<file path="src/rtl/led_chaser.sv">
// One-hot LED chaser with an optional blank slot in the ring, a programmable prescaler,
// forward/reverse/bounce stepping, pause, position preload and step/wrap status pulses.
module led_chaser #(
  parameter int N_LED         = 8,
  parameter int CNT_W         = 8,
  parameter int INCLUDE_BLANK = 1,
  parameter int POS_W         = $clog2(N_LED + 1)
) (
  input  logic               clk,
  input  logic               rst,
  input  logic [1:0]         mode,
  input  logic               pause,
  input  logic [CNT_W-1:0]   maximum,
  input  logic               load,
  input  logic [POS_W-1:0]   load_pos,
  output logic [N_LED-1:0]   led,
  output logic               step,
  output logic               wrap
);

  localparam int P = N_LED + ((INCLUDE_BLANK != 0) ? 1 : 0);
  localparam logic [POS_W-1:0] POS_LAST  = POS_W'(P - 1);
  localparam logic [POS_W-1:0] POS_TOP   = POS_W'(N_LED - 1);
  localparam logic [POS_W-1:0] POS_BLANK = POS_W'(N_LED);
  localparam logic [POS_W-1:0] POS_ONE   = POS_W'(1);
  localparam logic [POS_W-1:0] POS_RST   = (INCLUDE_BLANK != 0) ? POS_BLANK : '0;

  typedef enum logic [1:0] {
    MODE_HOLD   = 2'b00,
    MODE_FWD    = 2'b01,
    MODE_REV    = 2'b10,
    MODE_BOUNCE = 2'b11
  } mode_e;

  typedef enum logic {
    DIR_UP   = 1'b0,
    DIR_DOWN = 1'b1
  } dir_e;

  function automatic logic [N_LED-1:0] decode(input logic [POS_W-1:0] p);
    logic [N_LED-1:0] d;
    d = '0;
    for (int unsigned i = 0; i < N_LED; i++) begin
      if (p == POS_W'(i)) d[i] = 1'b1;
    end
    return d;
  endfunction

  mode_e            mode_sel;
  dir_e             dir, dir_nxt;
  logic [CNT_W-1:0] cnt, cnt_nxt;
  logic [POS_W-1:0] pos, pos_nxt;
  logic             running, tick, step_nxt, wrap_nxt;

  assign mode_sel = mode_e'(mode);
  assign running  = (mode != 2'b00) && !pause;

  always_ff @(posedge clk or negedge rst) begin
    if (!rst) begin
      cnt  <= '0;
      pos  <= POS_RST;
      dir  <= DIR_UP;
      led  <= decode(POS_RST);
      step <= 1'b0;
      wrap <= 1'b0;
    end else begin
      cnt  <= cnt_nxt;
      pos  <= pos_nxt;
      dir  <= dir_nxt;
      led  <= decode(pos_nxt);
      step <= step_nxt;
      wrap <= wrap_nxt;
    end
  end

  always_comb begin
    cnt_nxt  = cnt;
    pos_nxt  = pos;
    dir_nxt  = dir;
    step_nxt = 1'b0;
    wrap_nxt = 1'b0;
    tick     = 1'b0;
    if (mode_sel != MODE_BOUNCE) dir_nxt = DIR_UP;
    if (load) begin
      pos_nxt = (load_pos > POS_LAST) ? POS_LAST : load_pos;
      cnt_nxt = '0;
      dir_nxt = DIR_UP;
    end else if (running) begin
      // >= rather than == so lowering maximum below cnt ticks at once
      tick    = (cnt >= maximum);
      cnt_nxt = tick ? '0 : cnt + CNT_W'(1);
      if (tick) begin
        step_nxt = 1'b1;
        case (mode_sel)
          MODE_FWD: begin
            if (pos >= POS_LAST) begin
              pos_nxt  = '0;
              wrap_nxt = 1'b1;
            end else begin
              pos_nxt = pos + POS_ONE;
            end
          end
          MODE_REV: begin
            if (pos == '0) begin
              pos_nxt  = POS_LAST;
              wrap_nxt = 1'b1;
            end else begin
              pos_nxt = pos - POS_ONE;
            end
          end
          MODE_BOUNCE: begin
            if (pos >= POS_BLANK) begin
              pos_nxt = '0;
              dir_nxt = DIR_UP;
            end else if (dir == DIR_UP) begin
              // a preload can leave dir up at the top end; reverse there instead of entering blank
              if (pos == POS_TOP) begin
                pos_nxt  = pos - POS_ONE;
                dir_nxt  = DIR_DOWN;
                wrap_nxt = 1'b1;
              end else begin
                pos_nxt = pos + POS_ONE;
                if (pos + POS_ONE == POS_TOP) begin
                  dir_nxt  = DIR_DOWN;
                  wrap_nxt = 1'b1;
                end
              end
            end else begin
              if (pos == '0) begin
                pos_nxt  = POS_ONE;
                dir_nxt  = DIR_UP;
                wrap_nxt = 1'b1;
              end else begin
                pos_nxt = pos - POS_ONE;
                if (pos == POS_ONE) begin
                  dir_nxt  = DIR_UP;
                  wrap_nxt = 1'b1;
                end
              end
            end
          end
          default: begin
          end
        endcase
      end
    end
  end

endmodule
</file>
<file path="config.mk">
export PLATFORM = sky130hd
export DESIGN_NAME = led_chaser
export DESIGN_NICKNAME = d
export VERILOG_FILES = /design/src/rtl/led_chaser.sv
export SDC_FILE = /design/constraint.sdc
export NUM_CORES = 1
export LEC_CHECK = 0
export ABC_AREA = 1
export CORE_MARGIN = 2
export CORE_UTILIZATION = 35
export CTS_BUF_LIST = sky130_fd_sc_hd__clkbuf_8
export DETAILED_ROUTE_END_ITERATION = 10
export GPL_TIMING_DRIVEN = 0
export PLACE_DENSITY = 0.6
export SLEW_MARGIN = 20
export SYNTH_ARGS = -nofsm -noshare
export SYNTH_HDL_FRONTEND = slang
export SYNTH_SLANG_ARGS = --single-unit
</file>
<file path="constraint.sdc">
create_clock -name clk -period 2 [get_ports clk]
set_input_delay 0.4 -clock clk [delete_from_list [all_inputs] [get_ports clk]]
set_output_delay 0.4 -clock clk [all_outputs]
set_load 0.02 [all_outputs]
</file>
==> impl_metrics.ini, run 1 <==
[status]
outcome = complete, no violations

[pwr]
peakVddDrop_v = 0.000498
power_density_nw_per_um2 = 524
power_leakage_nw = 1.09

[timing]
period_needed_ns = 1.88
finalMaxSlewViolations = 0
finalHoldViolations = 0
worstMarginPinSlew_ns = 0.514
setup_violations = 0
skew_ns = 0.00246
relSlewSlack_pct = 65.7
max_freq_ghz = 0.533
min_period_over_period_pct = 93.8

[layout]
drive_gt1_share_pct = 32.8
nets = 285
finish.utilization_pct = 49.1
final_cell_area_sq_um = 2320
n_antenna_cell = 0
area_delta_synth_final_pct = 36.2

[synthesis]
yosysWarnings = 0
yosysMostFrequentCell = nand2_1
ys.flop_type = dfrtp_1
synth_commonest_cells = nand2_1, inv_1, dfrtp_1
synth-seq-cells = 23
synth_area_leaders = dfrtp_1, ha_1, nand2_1
syn_nets = 243
synth-async-reset-ratio_pct = 100
synth_cells = 212
yosysUniqueCellTypes = 36
avgSynthCellArea_sq_um = 8.04
yosysTopAreaCell = dfrtp_1
ys_seq_area_share_pct = 33.8
synth_edf_count = 0
synthesis.area_sq_um = 1700
synth_top_area_share_pct = 32.3

[detailed_routing]
vias = 1517
detail_route.vias_per_cell = 4.74
ant_nets = 0
dr.pass1.iters = 4
wl_per_cell_um = 11.8
routed_wirelength_um = 3790
drc_errors = 0
drtIter0Drc = 67

[placement]
gp_congestion = 0.870
placed_area_sq_um = 2050
port_buffers = 26
hpwl_um = 2770

[critical_path]
worstSetupPathType = flip-flop to flip-flop
reg2reg_slack_ns = 0.12
end_kind = flip-flop
cp.required_ns = 2.16
start_kind = flip-flop
critPathArrivalTime_ns = 2.03
crit_path_max_fanout = 5

[die]
rows = 25
die_h_um = 73.8
start_util_pct = 36.1
core_sq_um = 4720
fp.dieArea_sq_um = 5440
die_w_um = 73.8
num_io_pins = 28

[global_routing]
antenna_found_initial = 0
grt_pass1_wl_um = 6410
grt_max_degree = 24
grt_pass1_vias = 1446
gr-usage-all-layers_pct = 14.9
grt_overflow = 0

[clock_tree]
cts.sinks = 23
clk_latency_ns = 0.26
cts_tree = done
cts.clk_slew.worst_paths_ns = 0.08
max-clock-path-buffers = 2
cts_max_level = 1
root_buffer = clkbuf_8
cts_buffers = 3

[job]
max-cap-violations = 0

[min_path]
hp-class = input port to async pin
[stage by stage]
stage / instances / setup WS (ns) / setup TNS [ns] / total power, mW / hold WS [ns]
after floorplan: 212 / 0.256 / 0 / 0.757 / 0.104
after global placement: 305 / -0.445 / -7.77 / 0.864 / 0.513
after detailed placement: 305 / -0.428 / -7.60 / 0.869 / 0.539
after CTS: 313 / 0.0814 / 0 / 1.18 / 0.501
after global routing: 320 / -0.00873 / -0.0228 / 1.30 / 0.143
final: 320 / 0.125 / 0 / 1.22 / 0.101
[path summary, 6_finish.rpt]
path | from | end | cells past startpoint
max in group asynchronous | rst | cnt[3] | 1
min in group clk | mode[1] | wrap | 4
setup / recovery | cnt[2] | led[6] | 13
setup reg to reg | cnt[2] | led[6] | 13
hold / removal | rst | led[6] | 1
hold reg to reg | cnt[0] | cnt[0] | 2
[cell type report]
| cell class | instances | area [sq um] |
|---|---|---|
| fill | 464 | 2400 |
| multi-input combinational | 151 | 1100 |
| sequential | 23 | 581 |
| timing repair buffer | 37 | 339 |
| inverter | 35 | 139 |
| tap | 67 | 83.8 |
| clock buffer | 3 | 41.3 |
| buffer | 3 | 33.8 |
| clock inverter | 1 | 5.00 |
[registers in the layout, summed over array words and instances, names as in the netlist]
name,flops
cnt,8
dir,1
led,8
pos,4
step,1
wrap,1
[layout by cell type, fill, tap and decap left out, types with 2 or more instances in the layout]
cell type,synthesis,routed
nand2_4,1,4
nor2_1,14,10
a21oi_1,8,7
dlygate4sd2_1,0,7
clkbuf_8,0,3
inv_1,29,24
nor2_2,4,8
dfrtp_1,22,19
nand2_2,10,12
clkdlybuf4s50_1,0,17
nand3_4,0,5
buf_4,0,9
nand3_1,16,15
nor2_4,2,2
ha_4,0,4
nand3_2,9,5
ha_2,0,2
xor2_1,5,5
a21oi_2,1,2
inv_2,4,9
o21ai_1,2,2
buf_6,3,5
nor3_1,3,3
ha_1,13,7
o22ai_1,4,4
nand4_1,3,3
o21ai_0,4,4
a31oi_1,2,2
nand2_1,39,34
dfrtp_2,0,3
[repair_timing]
action                                  CTS  global route
hold buffers                              0             0
setup buffers                             4             7
endpoints found under the setup margin   17            10
pin swaps                                21            10
resized for setup                        33            12
[cells by family after synthesis]
kind of cell / Yosys count / synth area share [%]
compound gates: 27 / 9.62
xor+xnor: 7 / 4.04
flops: 23 / 33.8
simple gates: 104 / 33.1
buf+inv: 38 / 9.84
fa+ha+maj: 13 / 9.55
[per-layer routing]
metal / wire length [um] / vias up / global-route usage (%) / share of wire, %
met3: 164 / 2 / 2.88 / 4.3
li1: - / 773 / - / -
met5: 0 / - / 0 / 0
met4: 9 / 0 / 1.82 / 0.24
met1: 1670 / 713 / 18.3 / 44
met2: 1940 / 29 / 27.6 / 51
[critical path, cell delays in order, from the launching register on]
cell	delay, ns
dfrtp_2	0.43
ha_1	0.30
nand2_1	0.07
inv_2	0.04
nand2_1	0.06
nand2_1	0.06
nand2_2	0.09
nand3_4	0.14
nand2_4	0.13
clkinv_4	0.05
nand3b_1	0.10
nand2_2	0.11
nand3_4	0.12
nor2_2	0.05
[power by group]
| group | switching [mW] | total (mW) | internal [mW] | leakage (nW) |
|---|---|---|---|---|
| registers | 0.0266 | 0.525 | 0.498 | 0.306 |
| clock network | 0.146 | 0.285 | 0.139 | 0.0255 |
| logic | 0.227 | 0.406 | 0.180 | 0.762 |
Note: power is estimated with default switching activity, not from simulation.
==> run 2, diff against run 1 <==
==> constraint.sdc (replaced) <==
create_clock -name clk -period 2 [get_ports clk]
set_input_delay 0.4 -clock clk [delete_from_list [all_inputs] [get_ports clk]]
set_output_delay 0.4 -clock clk [all_outputs]
set_load 0.01 [all_outputs]
==> results of run 2 <==
Same layout as run 1 (identical final DEF). Status: complete, no violations.
Main changes from that run: total power 1.22 mW -> 1.21 mW; worst IR drop on VDD 0.000498 V -> 0.000497 V
==> run 3, diff against run 2 <==
--- a/config.mk
+++ b/config.mk
@@ -6,12 +6,14 @@
 export NUM_CORES = 1
 export LEC_CHECK = 0
 export ABC_AREA = 1
+export ABC_CLOCK_PERIOD_IN_PS = 2000
 export CORE_MARGIN = 2
 export CORE_UTILIZATION = 35
 export CTS_BUF_LIST = sky130_fd_sc_hd__clkbuf_8
 export DETAILED_ROUTE_END_ITERATION = 10
 export GPL_TIMING_DRIVEN = 0
 export PLACE_DENSITY = 0.6
+export REMOVE_ABC_BUFFERS = 1
 export SLEW_MARGIN = 20
 export SYNTH_ARGS = -nofsm -noshare
 export SYNTH_HDL_FRONTEND = slang
==> impl_metrics.ini, run 3 (synthesized netlist as in run 1, its figures left out) <==
[timing]
finalHoldViolations = 0
max_freq_ghz = 0.535
skew_ns = 0.00622
relSlewSlack_pct = 66.1
rsz0062_at_grt = yes
finalMaxSlewViolations = 0
setup_violations = 0
worstMarginPinSlew_ns = 0.509
setup_ws_ns = 0.130
min_period_over_period_pct = 93.5
period_needed_ns = 1.87

[pwr]
pwr-share-clk_pct = 23.9
pwr-share-seq_pct = 46.8
power_leakage_nw = 1.07
netSwitchingPower_mw = 0.383
comb_power_share_pct = 29.2
power.total_mw = 1.17
peakVddDrop_v = 0.000509
power_density_nw_per_um2 = 511
p_int_mw = 0.783
swShare_pct = 32.9

[global_routing]
grt_pass1_wl_um = 6250
grt_pass1_vias = 1439
grt_max_degree = 24
gr-usage-all-layers_pct = 14.4
antenna_found_initial = 0
grt_overflow = 0

[layout]
area_delta_synth_final_pct = 33.8
nets = 279
fin_cells = 314
n_antenna_cell = 0
drive_gt1_share_pct = 31.2
layout_commonest_cell = nand2_1
top_regs = cnt (8), led (8), pos (4)
most-common-layout-cells = nand2_1, inv_1, dfrtp_1

[critical_path]
slowest_stage = dfrtp_1
rr_worst_depth = 11
crit_end = led[2]
crit_path_max_fanout = 6
start_kind = flip-flop
critPathArrivalTime_ns = 2.07
worstPathCellList = ha_4, nand2_2, nor2_4, nand4_4, nand3_4, nand2_4, clkinv_4, nand3b_1, nand2_2, nand3_4, nor2_2
critPathMaxStageDelay_ns = 0.44
worstReg2RegStart = cnt[5]
critPathLaunch = cnt[5]
worstSetupPathType = flip-flop to flip-flop
r2r_end = led[2]
cp.required_ns = 2.20
reg2reg_slack_ns = 0.13
end_kind = flip-flop

[clock_tree]
cts_max_level = 1
cts_buffers = 3
cts.sinks = 23
cts_tree = done
root_buffer = clkbuf_8
holdBufCountCts = 0
max-clock-path-buffers = 2
clk_latency_ns = 0.26
cts.clk_slew.worst_paths_ns = 0.08

[die]
start_util_pct = 36.1
num_io_pins = 28
rows = 25
die_h_um = 73.8
core_sq_um = 4720
die_w_um = 73.8
fp.dieArea_sq_um = 5440

[detailed_routing]
wl_met1_um = 1650
wl_met2_um = 1770
highest_layer = met4
drc_errors = 0
routed_wirelength_um = 3620
routed-wl-met3_um = 171
detail_route.vias_per_cell = 4.71
vias = 1480
drtIter0Drc = 33
wl_per_cell_um = 11.5
dr.pass1.iters = 4
ant_nets = 0

[job]
max-cap-violations = 0

[placement]
dp.cells = 303
gp_congestion = 0.833
port_buffers = 27
hpwl_um = 2660
place_ws_ns = -0.476

[status]
outcome = complete, no violations

[min_path]
hp-class = input port to async pin
==> run 3: area by class of cell <==
type | instances | area [sq um]
fillers | 452 | 2440
multi-input cells | 151 | 1110
flip-flops and latches | 23 | 581
repair buffers | 34 | 319
inverters | 35 | 139
well taps | 67 | 83.8
clock buffers | 3 | 41.3
clock inverters | 1 | 3.75
==> run 3: critical path: cells and delay by family (launching register included) <==
kind          cells  cell delay [ns]
fa+ha+maj         1             0.30
buf+inv           1             0.06
flops             1             0.44
simple gates      9             1.00
==> run 3: timing repair <==
item	in CTS	in global routing
pin swaps	21	10
gates resized for setup	28	19
setup endpoints to repair	16	16
setup buffers	5	2
==> run 3: stage by stage <==
stage | TNS (ns) | hold WS, ns | area, sq um | utilization, %
final | 0 | 0.0977 | 2280 | 48.3
after floorplan | 0 | 0.104 | 1670 | -
after detailed placement | -7.57 | 0.522 | 2020 | 42.9
after CTS | 0 | 0.536 | 2220 | 47.0
after global placement | -7.10 | 0.515 | 2020 | 42.9
after global routing | -0.0111 | 0.128 | 2280 | 48.3
==> run 3: worst min path at each step <==
stage | start | to | slack [ns] | cells after the start
3_5_place_dp | cnt[0] | cnt[0] | 0.52 | 1
3_3_place_gp | cnt[0] | cnt[0] | 0.51 | 1
2_1_floorplan | rst | cnt[0] | 0.10 | 0
4_1_cts | cnt[0] | cnt[0] | 0.54 | 1
5_1_grt | rst | cnt[7] | 0.13 | 1
6_report | rst | cnt[7] | 0.1 | 1
==> run 3: routing by layer <==
layer | track usage (%) | vias up
met4 | 2.42 | 0
met1 | 19.2 | 677
met5 | 0 | -
met3 | 2.74 | 4
met2 | 24.6 | 34
li1 | - | 765
==> run 3: power groups by stage <==
stage	logic (mW)	registers, mW	clock network (mW)
after floorplan	0.191	0.546	0
after global placement	0.294	0.552	0
after detailed placement	0.298	0.552	0
after CTS	0.330	0.545	0.293
after global routing	0.387	0.554	0.307
final	0.340	0.546	0.279
